## src/rtl/router_out_port.sv

```systemverilog
// Output port of the router: drains one packet at a time from a router_fifo and
// presents it byte by byte to the destination, checking parity and flushing on a stall timeout.
module router_out_port #(
  parameter int TIMEOUT = 30
) (
  input  logic       clock,
  input  logic       resetn,
  input  logic       fifo_empty,
  input  logic [7:0] fifo_data,
  output logic       fifo_read_enb,
  output logic       fifo_soft_reset,
  input  logic       dst_ready,
  output logic       dst_valid,
  output logic [7:0] dst_data,
  output logic       dst_last,
  output logic       pkt_done,
  output logic       parity_err,
  output logic       busy
);

  localparam int CW = $clog2(TIMEOUT + 1);
  localparam logic [CW-1:0] TIMEOUT_C = CW'(TIMEOUT);

  typedef enum logic [2:0] {IDLE, FETCH, LOAD, PRESENT, DONE} state_t;

  state_t          state;
  state_t          state_next;
  logic [6:0]      byte_idx;
  logic [5:0]      pay_len;
  logic [7:0]      xor_acc;
  logic [7:0]      data_reg;
  logic [CW-1:0]   stall_cnt;
  logic [6:0]      parity_idx;
  logic            is_last;
  logic            timed_out;

  // Index 7 bits wide so a 63-byte payload can still reach parity index 64.
  assign parity_idx = {1'b0, pay_len} + 7'd1;
  assign is_last    = (byte_idx == parity_idx);
  assign timed_out  = (state == PRESENT) && (stall_cnt == TIMEOUT_C);
  assign dst_data   = data_reg;

  always_ff @(posedge clock) begin
    if (!resetn) state <= IDLE;
    else         state <= state_next;
  end

  always_comb begin
    state_next = state;
    case (state)
      IDLE:    if (!fifo_empty) state_next = FETCH;
      FETCH:   if (!fifo_empty) state_next = LOAD;
      LOAD:    state_next = PRESENT;
      PRESENT: begin
        if (timed_out)      state_next = IDLE;
        else if (dst_ready) state_next = is_last ? DONE : FETCH;
      end
      DONE:    state_next = IDLE;
      default: state_next = IDLE;
    endcase
  end

  always_comb begin
    fifo_read_enb   = (state == FETCH) && !fifo_empty;
    fifo_soft_reset = timed_out;
    dst_valid       = (state == PRESENT) && !timed_out;
    dst_last        = (state == PRESENT) && !timed_out && is_last;
    pkt_done        = (state == DONE);
    parity_err      = (state == DONE) && (xor_acc != data_reg);
    busy            = (state != IDLE);
  end

  // Header byte restarts the running XOR; the parity byte itself is kept only in data_reg.
  always_ff @(posedge clock) begin
    if (!resetn) begin
      byte_idx  <= '0;
      pay_len   <= '0;
      xor_acc   <= '0;
      data_reg  <= '0;
      stall_cnt <= '0;
    end else begin
      case (state)
        LOAD: begin
          data_reg  <= fifo_data;
          stall_cnt <= '0;
          if (byte_idx == 7'd0) begin
            pay_len <= fifo_data[7:2];
            xor_acc <= fifo_data;
          end else if (!is_last) begin
            xor_acc <= xor_acc ^ fifo_data;
          end
        end
        PRESENT: begin
          if (timed_out) begin
            byte_idx  <= '0;
            pay_len   <= '0;
            xor_acc   <= '0;
            data_reg  <= '0;
            stall_cnt <= '0;
          end else if (dst_ready) begin
            stall_cnt <= '0;
            byte_idx  <= byte_idx + 7'd1;
          end else begin
            stall_cnt <= stall_cnt + 1'b1;
          end
        end
        DONE: begin
          byte_idx  <= '0;
          stall_cnt <= '0;
        end
        default: ;
      endcase
    end
  end

endmodule

```

## config.mk

```make
export PLATFORM = sky130hd
export DESIGN_NAME = router_out_port
export DESIGN_NICKNAME = d
export VERILOG_FILES = /design/src/rtl/router_out_port.sv
export SDC_FILE = /design/constraint.sdc
export NUM_CORES = 1
export LEC_CHECK = 0
export CAP_MARGIN = 40
export CORE_MARGIN = 5
export CORE_UTILIZATION = 35
export CTS_CLUSTER_SIZE = 16
export DETAILED_ROUTE_END_ITERATION = 10
export GPL_TIMING_DRIVEN = 0
export REMOVE_ABC_BUFFERS = 1
export SYNTH_ARGS = -nofsm -noshare
export SYNTH_HDL_FRONTEND = slang
export SYNTH_SLANG_ARGS = --single-unit
```

## constraint.sdc

```tcl
create_clock -name clock -period 3.05 [get_ports clock]
set_input_delay 0.915 -clock clock [delete_from_list [all_inputs] [get_ports clock]]
set_output_delay 0.915 -clock clock [all_outputs]
set_load 0.02 [all_outputs]
```

---- Word level (Yosys, flattened, before mapping) ----
Cells that the tools add are included.
storage, ports and cells
  bits in writable memories ............... 0
  word-level logic and storage cells ...... 62
  flip-flop bits (word level) ............. 37
  memories kept ........................... 0
  bits in latches ......................... 0
  memory bits (read-only) ................. 0
cells by class
  bitwise gates (word level) .............. 1
  shift-type cells ........................ 0
  equality and inequality tests ........... 13
  reduce and logical (&&, ||, !) cells .... 19
  mux-type cells .......................... 20
  magnitude comparators ................... 0
  $mul .................................... 0
  divide/modulo/power cells ............... 0
  add/subtract/negate cells ............... 3
operators by type and width
  cell                 number
  $pmux 8 s2           2
  $mux 8               3
  $mux 3               5
  $mux 7               2
  $pmux 7 s2           1
  $mux 6               2
  $pmux 3 s4           1
  $pmux 6 s2           1
  $mux 5               2
  $pmux 5 s2           1
  $reduce_and 3->1     3
  $ne 2x2->1 const B   4
  $ne 8x8->1           1
  $xor 8x8->8          1
  $add 6x1->7 const B  1
  $add 7x1->7 const B  1
  $eq 7x7->1           1
  $logic_not 7->1      1
  $eq 3x2->1 const B   2
  $ne 3x3->1 const B   2
  $reduce_bool 2->1    3
  $add 5x1->5 const B  1
  $eq 5x5->1 const B   1
  $logic_and 1x1->1    5
  7 further kinds      9

---- Longest topological paths before layout ----
Gate-level depths: netlist of the first run.
  depth in word-level cells ............... 6
  mapped depth ............................ 9

---- Least setup slack after synthesis of the first run ----
No wires, ideal clock.
  path type ............................... register -> output
  start ................................... register pay_len[1]
  end ..................................... output dst_last
  path slack .............................. 309 ps
  cell stages (with the launch flop) ...... 6
  buffers on the path ..................... 0
  arrival time ............................ 1826 ps
  data required time ...................... 2135 ps
  cells stage by stage .................... dfxtp_1 -> ha_1 -> nand2_1 -> a211oi_1 -> o31ai_2 -> a2111oi_2
on the way
  cells in the longest elaborated chain, start to end .. 3
RTL lines
  element                 line  source
  start, declared         29    logic [5:0] pay_len;
  start signal, assigned  87    pay_len <= fifo_data[7:2];
  $add 6x1->7             38    assign parity_idx = {1'b0, pay_len} + 7'd1;
  $eq 7x7->1              39    assign is_last = (byte_idx == parity_idx);
  $logic_and 1x1->1       67    dst_last = (state == PRESENT) && !timed_out && is_last;
  end, declared           15    output logic dst_last,
No other way between the ends.

---- Worst setup path after layout of the first run ----
  start ................................... input fifo_empty
  end ..................................... output fifo_read_enb
on the way
  cells in the longest elaborated chain, start to end .. 2
RTL lines
  element            line  source
  start, declared    8     input logic fifo_empty,
  $logic_not 1->1    64    fifo_read_enb = (state == FETCH) && !fifo_empty;
  $logic_and 1x1->1  64
  end, declared      10    output logic fifo_read_enb,
No other way between the ends.

==> results.sh, run 1 <==
export IMPL_rrSetupSlack_ns=0.87
export IMPL_synth_top_area_share_pct=33.3
export IMPL_max_cap_viol_count=0
export IMPL_tightestPinTransition_ns=0.652
export IMPL_timing_final_max_slew_violations=0
export IMPL_nets=309
export IMPL_ant_nets=0
export IMPL_synthCells=265
export IMPL_hpwl_mm=3.77
export IMPL_cts_made_buffers=5
export IMPL_synth_edf_count=0
export IMPL_die_y_um=89.7
export IMPL_min_path_type="reg -> reg"
export IMPL_vias=1903
export IMPL_root_buffer="clkbuf_8"
export IMPL_numPortBuffers=26
export IMPL_power_leakage_uw=0.00106
export IMPL_wirelength_mm=5.18
export IMPL_gp_congestion=0.780
export IMPL_use_met2_pct=20.7
export IMPL_finalClockSkew_ns=0.00927
export IMPL_finalCritPeriodShare_pct=96.7
export IMPL_most_common_layout_cells="33 x dfxtp_1, 27 x nand2_1, 22 x clkdlybuf4s50_1"
export IMPL_worstSetupPathType="in -> out"
export IMPL_drt_iter0_markers=117
export IMPL_grt_max_degree=18
export IMPL_status="finished, final reports clean"
export IMPL_h_tree_depth=2
export IMPL_clock_sinks=37
export IMPL_syn_area_per_cell_um2=8.40
export IMPL_final_common_cell="dfxtp_1"
export IMPL_routedWlPerCell_um=14.0
export IMPL_seq_area_frac_synth_pct=33.3
export IMPL_ys_types=53
export IMPL_rows=29
export IMPL_setup_viol=0
export IMPL_rsz0062_at_grt="no"
export IMPL_grt_use_met3_pct=1.59
export IMPL_relSlewSlack_pct=56.4
export IMPL_viasPerCell=5.14
export IMPL_hold_viol=0
export IMPL_clk_latency_ns=0.29
export IMPL_grt_pass1_wl_mm=9.07
export IMPL_synthesis_area_um2=2230
export IMPL_fmax_ghz=0.339
export IMPL_drc=0
export IMPL_grt_pass1_vias=1895
export IMPL_grt_busiest_layer="met2"
export IMPL_yosysWarnings=0
export IMPL_cts_hold_buf=0
export IMPL_antenna_found_initial=0
export IMPL_num_antenna_cells=0
export IMPL_required_ns=2.13
export IMPL_core_um2=6280
export IMPL_first_pass_iters=4
export IMPL_total_power_uw=1250
export IMPL_power_density_nw_per_um2=454
export IMPL_r2r_end="xor_acc[3]$_SDFFE_PN0P_"
export IMPL_die_area_um2=8050
export IMPL_ys_ff_latch=37
export IMPL_worst_setup_path_end_kind="primary output"
export IMPL_clockBufferDepth=2
export IMPL_track_usage_pct=13.2
export IMPL_use_met1_pct=18.2
export IMPL_ys_flop_type="dfxtp_1"
export IMPL_cts_tree="done"
export IMPL_start_util_pct=35.5
export IMPL_die_w_um=89.7
export IMPL_worst_setup_path_start_kind="primary input"
export IMPL_hp_start="xor_acc[6]$_SDFFE_PN0P_"
export IMPL_grt_overflow=0
export IMPL_cp_arrival_ns=2.03
export IMPL_vdd_ir_drop_max_mv=0.297
export IMPL_hold_slack_ns=0.484
export IMPL_worstHoldPathCells=2
export IMPL_layout_min_cycle_time_ns=2.95
export IMPL_drive_gt1_share_pct=12.3
export IMPL_area_growth_pct=23.3
export IMPL_final_util_pct=43.7
export IMPL_rr_worst_depth=6
export IMPL_ios=27
export IMPL_synth_area_leader_cell="dfxtp_1"
export IMPL_critPathMaxFanout=2
export IMPL_min_to="xor_acc[6]$_SDFFE_PN0P_"
export IMPL_n_fill_cell=648
export IMPL_synthArstFlopShare_pct=0
export IMPL_rr_startpoint="byte_idx[6]$_SDFFE_PN0P_"
export IMPL_synth_area_leaders="dfxtp_1 33%, xnor2_1 5.5%, nand2_1 4.6%"
export IMPL_path_clk_slew_ns=0.08
per-layer routing:
layer  vias up  wire, um
li1        992         -
met1       881      2570
met2        26      2420
met3         4       104
met4         0        78
met5         -         0
what timing repair did:
item | 4_1_cts | 5_1_grt
pin swaps | 2 | 0
buffers inserted | 2 | 0
setup endpoints to repair | 4 | 3
gates cloned | 0 | 0
resized for setup | 14 | 7
cell type report:
cell class	instances	area (um2)	share of cell area (%)
repair buffers	30	293	10.7
inverters	9	35.0	1.28
clock buffers	5	68.8	2.51
well taps	77	96.3	3.51
clock inverters	3	65.1	2.37
flip-flops and latches	37	748	27.3
multi-input cells	209	1440	52.4
logic make-up (layout without fill, tap and decap cells):
| kind of cell | after synthesis | in the layout | share of synthesized area (%) |
|---|---|---|---|
| flops | 37 | 37 | 33.3 |
| fa+ha+maj | 5 | 5 | 2.81 |
| xor+xnor | 24 | 24 | 9.44 |
| buf+inv | 19 | 47 | 3.48 |
| simple gates | 104 | 104 | 26.3 |
| compound gates | 76 | 76 | 24.7 |
how the worst max path moves through the flow:
stage / start / to / slack (ns) / cells past startpoint
global placement: pay_len[0]$_SDFFE_PN0P_ / dst_last / -0.36 / 6
detailed placement: pay_len[0]$_SDFFE_PN0P_ / dst_last / -0.38 / 6
CTS: pay_len[0]$_SDFFE_PN0P_ / dst_last / 0.01 / 6
floorplan: pay_len[0]$_SDFFE_PN0P_ / dst_last / 0.27 / 5
finish: fifo_empty / fifo_read_enb / 0.10 / 4
global route: fifo_empty / fifo_read_enb / 0.05 / 4
power breakdown:
part	total, uW	internal, uW	switching, uW
clock	513	325	188
sequential	530	503	26.9
combinational	203	95.3	107
worst max-delay path: stages:
cell,delay (ns)
clkdlybuf4s50_1,0.41
or3b_2,0.45
nor2_1,0.09
buf_2,0.16
metrics by stage:
stage | setup slack, ns | std cells | cell area [um2] | TNS [ns]
floorplan | 0.271 | 255 | 2180 | 0
global placement | -0.357 | 358 | 2540 | -0.711
detailed placement | -0.385 | 360 | 2560 | -0.728
CTS | 0.0131 | 370 | 2740 | 0
global route | 0.0456 | 370 | 2750 | 0
finish | 0.100 | 370 | 2750 | 0
Yosys cell counts, types with 2 or more instances:
cell / instances
nor2b_1: 16
and2_1: 4
clkbuf_1: 8
xor2_1: 10
o21a_1: 3
inv_1: 8
nand3_1: 12
dfxtp_1: 37
and3b_1: 2
ha_1: 5
nand3b_1: 2
a21boi_1: 6
a311oi_1: 3
nor4_1: 2
a21oi_1: 19
o21ai_1: 2
or3_1: 4
and3_1: 3
a21oi_2: 2
xnor2_1: 14
nand2b_1: 6
a22oi_1: 7
nor2_1: 15
o21ai_0: 12
nand2_1: 27
o2bb2ai_1: 9
flip-flops by register name, summed over array words and instances (netlist names):
| signal | flops |
|---|---|
| dst_data | 8 |
| stall_cnt | 5 |
| pay_len | 6 |
| state | 3 |
| xor_acc | 8 |
| byte_idx | 7 |
Power figures use the tool's default switching activity.
==> run 2: changes to the inputs <==
==> constraint.sdc (replaced) <==
create_clock -name clock -period 3.05 [get_ports clock]
set_input_delay 0.915 -clock clock [delete_from_list [all_inputs] [get_ports clock]]
set_output_delay 0.915 -clock clock [all_outputs]
set_load 0.05 [all_outputs]
==> results.sh, run 2 (same netlist as run 1, synthesis figures left out) <==
export IMPL_wirelength_mm=5.16
export IMPL_drt_iter0_markers=109
export IMPL_grt_max_degree=18
export IMPL_status="finished, final reports clean"
export IMPL_die_y_um=89.7
export IMPL_grt_pass1_wl_mm=9.12
export IMPL_clk_latency_ns=0.29
export IMPL_critPathMaxFanout=2
export IMPL_worst_setup_path_start_kind="primary input"
export IMPL_start_util_pct=35.5
export IMPL_viasPerCell=5.13
export IMPL_final_util_pct=43.6
export IMPL_worstHoldPathCells=2
export IMPL_cp_arrival_ns=2.10
export IMPL_worst_setup_path_end_kind="primary output"
export IMPL_dp_slack_ns=-0.584
export IMPL_hold_viol=0
export IMPL_ant_nets=0
export IMPL_clockPowerShare_pct=40.3
export IMPL_die_area_um2=8050
export IMPL_combPwrFrac_pct=17.9
export IMPL_n_fill_cell=644
export IMPL_cts_made_buffers=5
export IMPL_min_path_type="reg -> reg"
export IMPL_die_w_um=89.7
export IMPL_first_pass_iters=4
export IMPL_hpwl_mm=3.77
export IMPL_antenna_found_initial=0
export IMPL_tightestPinTransition_ns=0.639
export IMPL_power_internal_uw=924
export IMPL_max_cap_viol_count=0
export IMPL_grt_pass1_vias=1877
export IMPL_final_cell_count_no_fill=368
export IMPL_area_growth_pct=22.8
export IMPL_setup_tns_final_ns=0
export IMPL_p_seq_share_pct=41.8
export IMPL_ios=27
export IMPL_relSlewSlack_pct=57.3
export IMPL_timing_final_max_slew_violations=0
export IMPL_layout_min_cycle_time_ns=3.01
export IMPL_dp_cells=360
export IMPL_vdd_ir_drop_max_mv=0.297
export IMPL_required_ns=2.13
export IMPL_rr_startpoint="byte_idx[5]$_SDFFE_PN0P_"
export IMPL_final_common_cell="dfxtp_1"
export IMPL_worstSetupPathType="in -> out"
export IMPL_r2r_end="xor_acc[3]$_SDFFE_PN0P_"
export IMPL_setup_ws_ns=0.0391
export IMPL_core_um2=6280
export IMPL_fmax_ghz=0.332
export IMPL_finalCritPeriodShare_pct=98.7
export IMPL_clock_sinks=37
export IMPL_most_common_layout_cells="34 x dfxtp_1, 27 x nand2_1, 22 x clkdlybuf4s50_1"
export IMPL_clockBufferDepth=2
export IMPL_rows=29
export IMPL_rr_worst_depth=6
export IMPL_cts_hold_buf=0
export IMPL_p_sw_uw=346
export IMPL_drc=0
export IMPL_power_density_nw_per_um2=465
export IMPL_hp_start="xor_acc[6]$_SDFFE_PN0P_"
export IMPL_setup_viol=0
export IMPL_h_tree_depth=2
export IMPL_drive_gt1_share_pct=11.7
export IMPL_track_usage_pct=13.3
export IMPL_path_clk_slew_ns=0.08
export IMPL_rrSetupSlack_ns=0.86
export IMPL_switching_share_pct=27.3
export IMPL_finalClockSkew_ns=0.00838
export IMPL_routedWlPerCell_um=14.0
export IMPL_root_buffer="clkbuf_8"
export IMPL_cts_tree="done"
export IMPL_min_to="xor_acc[6]$_SDFFE_PN0P_"
export IMPL_vias=1887
export IMPL_nets=307
export IMPL_numPortBuffers=26
export IMPL_power_leakage_uw=0.00102
export IMPL_grt_overflow=0
export IMPL_num_antenna_cells=0
export IMPL_gp_congestion=0.780
run 2: cell count changes in the layout (fill, tap and decap cells not counted), sizes merged:
cell / delta
buf: -2
dlymetal6s2s: -2
dlygate4sd2: +1
clkdlybuf4s15: +1
run 2: critical path: stages:
cell and delay, ns:
clkdlybuf4s50_1 0.41, or3b_2 0.46, nor2_1 0.14, buf_6 0.17
run 2: worst max-delay path by stage:
stage	endpoint	cells after the start	startpoint	slack (ns)
2_1_floorplan	dst_last	5	pay_len[0]$_SDFFE_PN0P_	-0.24
3_3_place_gp	dst_last	6	pay_len[0]$_SDFFE_PN0P_	-0.56
3_5_place_dp	dst_last	6	pay_len[0]$_SDFFE_PN0P_	-0.58
4_1_cts	dst_last	6	pay_len[0]$_SDFFE_PN0P_	0.0002
5_1_grt	fifo_read_enb	4	fifo_empty	-0.02
6_report	fifo_read_enb	4	fifo_empty	0.04
run 2: metal layers:
layer  track usage, %  share of wire [%]  vias up  wire [um]
met2             20.7                 47       21       2420
li1                 -                  -      989          -
met1             18.4                 49      872       2540
met5                0                  0        -          0
met4             4.91                1.7        0         88
met3             2.34                2.2        5        113
run 2: area by class of cell:
class | instances | area [um2] | area share [%]
Clock buffer | 5 | 68.8 | 2.52
Timing Repair Buffer | 28 | 285 | 10.4
Clock inverter | 3 | 65.1 | 2.38
Sequential cell | 37 | 744 | 27.2
Multi-Input combinational cell | 209 | 1440 | 52.6
Tap cell | 77 | 96.3 | 3.52
Inverter | 9 | 35.0 | 1.28
run 2: metrics by stage:
stage               instance area, um2  hold slack [ns]  total power, uW
floorplan                         2180            0.454              686
global placement                  2540            0.466              760
detailed placement                2560            0.471              765
CTS                               2710            0.483             1280
global route                      2730            0.510             1330
finish                            2730            0.484             1270
run 2: repair_timing:
action                     CTS  global route
cloned                       0             0
gates resized for setup     22             5
pin swaps                    1             0
setup endpoints to repair    4             2
hold endpoints to repair     0             0
buffers inserted             0             0
run 2: power by group through the flow:
stage | Combinational [uW] | Clock [uW] | Sequential [uW]
2_1_floorplan | 130 | 0 | 555
3_3_place_gp | 219 | 0 | 540
3_5_place_dp | 224 | 0 | 541
4_1_cts | 225 | 528 | 531
5_1_grt | 249 | 544 | 535
6_report | 227 | 512 | 531
==> run 3: changes to the inputs <==
CORE_MARGIN = 4   (was 5)
==> results.sh, run 3 (same netlist as run 1, synthesis figures left out) <==
export IMPL_wl_met3_um=116
export IMPL_drc=0
export IMPL_start_util_pct=36.7
export IMPL_layout_min_cycle_time_ns=2.94
export IMPL_path_clk_slew_ns=0.07
export IMPL_grt_max_degree=26
export IMPL_core_um2=6060
export IMPL_ant_nets=0
export IMPL_finalClockSkew_ns=0.00786
export IMPL_track_usage_pct=14.0
export IMPL_timing_final_max_slew_violations=0
export IMPL_critPathMaxFanout=8
export IMPL_relSlewSlack_pct=59.4
export IMPL_clockBufferDepth=2
export IMPL_cp_arrival_ns=2.02
export IMPL_setup_viol=0
export IMPL_die_w_um=87.7
export IMPL_clock_sinks=37
export IMPL_area_growth_pct=21.4
export IMPL_die_y_um=87.7
export IMPL_hpwl_mm=3.77
export IMPL_routedWlPerCell_um=14.0
export IMPL_grt_overflow=0
export IMPL_met1_length_mm=2.57
export IMPL_cts_made_buffers=5
export IMPL_setup_tns_final_ns=0
export IMPL_ios=27
export IMPL_gp_congestion=0.740
export IMPL_nets=308
export IMPL_worstSetupPathType="reg -> out"
export IMPL_power_density_nw_per_um2=411
export IMPL_grt_pass1_vias=1839
export IMPL_worst_setup_path_end_kind="primary output"
export IMPL_tightestPinTransition_ns=0.607
export IMPL_status="finished, final reports clean"
export IMPL_fmax_ghz=0.341
export IMPL_worst_setup_path_start_kind="flip-flop"
export IMPL_num_antenna_cells=0
export IMPL_final_util_pct=44.6
export IMPL_seq_area_um2=752
export IMPL_most_common_layout_cells="32 x dfxtp_1, 27 x nand2_1, 21 x clkdlybuf4s50_1"
export IMPL_required_ns=2.13
export IMPL_antenna_found_initial=0
export IMPL_grt_pass1_wl_mm=8.69
export IMPL_power_leakage_uw=0.00102
export IMPL_clk_latency_ns=0.28
export IMPL_rrSetupSlack_ns=0.83
export IMPL_cts_tree="done"
export IMPL_vdd_ir_drop_max_mv=0.256
export IMPL_viasPerCell=5.29
export IMPL_rows=28
export IMPL_final_common_cell="dfxtp_1"
export IMPL_n_fill_cell=611
export IMPL_numPortBuffers=26
export IMPL_die_area_um2=7700
export IMPL_min_path_type="reg -> reg"
export IMPL_design_area_um2=2700
export IMPL_dr_wl_met2_mm=2.40
export IMPL_first_pass_iters=6
export IMPL_multi_input_comb_area_um2=1430
export IMPL_finalCritPeriodShare_pct=96.3
export IMPL_h_tree_depth=2
export IMPL_wirelength_mm=5.13
export IMPL_hold_viol=0
export IMPL_placed_area_um2=2570
export IMPL_drive_gt1_share_pct=12.4
export IMPL_drt_iter0_markers=118
export IMPL_root_buffer="clkbuf_8"
export IMPL_vias=1935
export IMPL_max_cap_viol_count=0
export IMPL_top_layer_used="met4"
export IMPL_rsz0062_at_grt="no"
-- run 3: cell types whose count changed in the layout (fill, tap and decap cells not counted), sizes merged --
| cell | delta |
|---|---|
| dlymetal6s2s | +1 |
| buf | +1 |
| clkdlybuf4s50 | -1 |
| bufinv | -2 |
| clkbuf | +2 |
| clkinv | -1 |
-- run 3: what timing repair did --
action,CTS,global route
pin swaps,1,2
gates resized for setup,21,11
setup endpoints to repair,4,5
hold buffers,0,0
setup buffers,0,1
-- run 3: final timing paths --
| check | endpoint | start | cells after the start |
|---|---|---|---|
| setup / recovery | dst_last | pay_len[0]$_SDFFE_PN0P_ | 6 |
| hold / removal | xor_acc[6]$_SDFFE_PN0P_ | xor_acc[6]$_SDFFE_PN0P_ | 2 |
| setup reg to reg | xor_acc[3]$_SDFFE_PN0P_ | byte_idx[6]$_SDFFE_PN0P_ | 6 |
| hold reg to reg | xor_acc[6]$_SDFFE_PN0P_ | xor_acc[6]$_SDFFE_PN0P_ | 2 |
-- run 3: final cells by class --
| type | instances | share of cell area (%) |
|---|---|---|
| clock buffers | 7 | 3.19 |
| inverters | 9 | 1.30 |
| multi-input cells | 209 | 53.0 |
| flip-flops and latches | 37 | 27.8 |
| well taps | 75 | 3.47 |
| repair buffers | 29 | 11.3 |
-- run 3: power breakdown --
group	internal, uW	switching (uW)
sequential	503	26.4
clock	180	171
combinational	98.4	133
-- run 3: through the flow --
stage | setup slack (ns) | hold slack [ns] | total power, uW | cells
detailed placement | -0.563 | 0.477 | 768 | 358
global placement | -0.550 | 0.465 | 760 | 356
finish | 0.114 | 0.481 | 1110 | 366
CTS | 0.0311 | 0.485 | 1120 | 365
global route | 0.00287 | 0.512 | 1170 | 366
floorplan | -0.236 | 0.454 | 686 | 255
-- run 3: metal layers --
layer,GRT usage [%],vias to the layer above
met3,2.54,4
li1,-,994
met5,0,-
met1,19.1,916
met2,22.7,21
met4,3.35,0
-- run 3: worst max-delay path: stages, from the launching register on --
cell	delay, ns
dfxtp_4	0.40
ha_4	0.19
nand2_1	0.07
a211oi_2	0.21
o31ai_2	0.14
a2111oi_2	0.45
buf_4	0.27
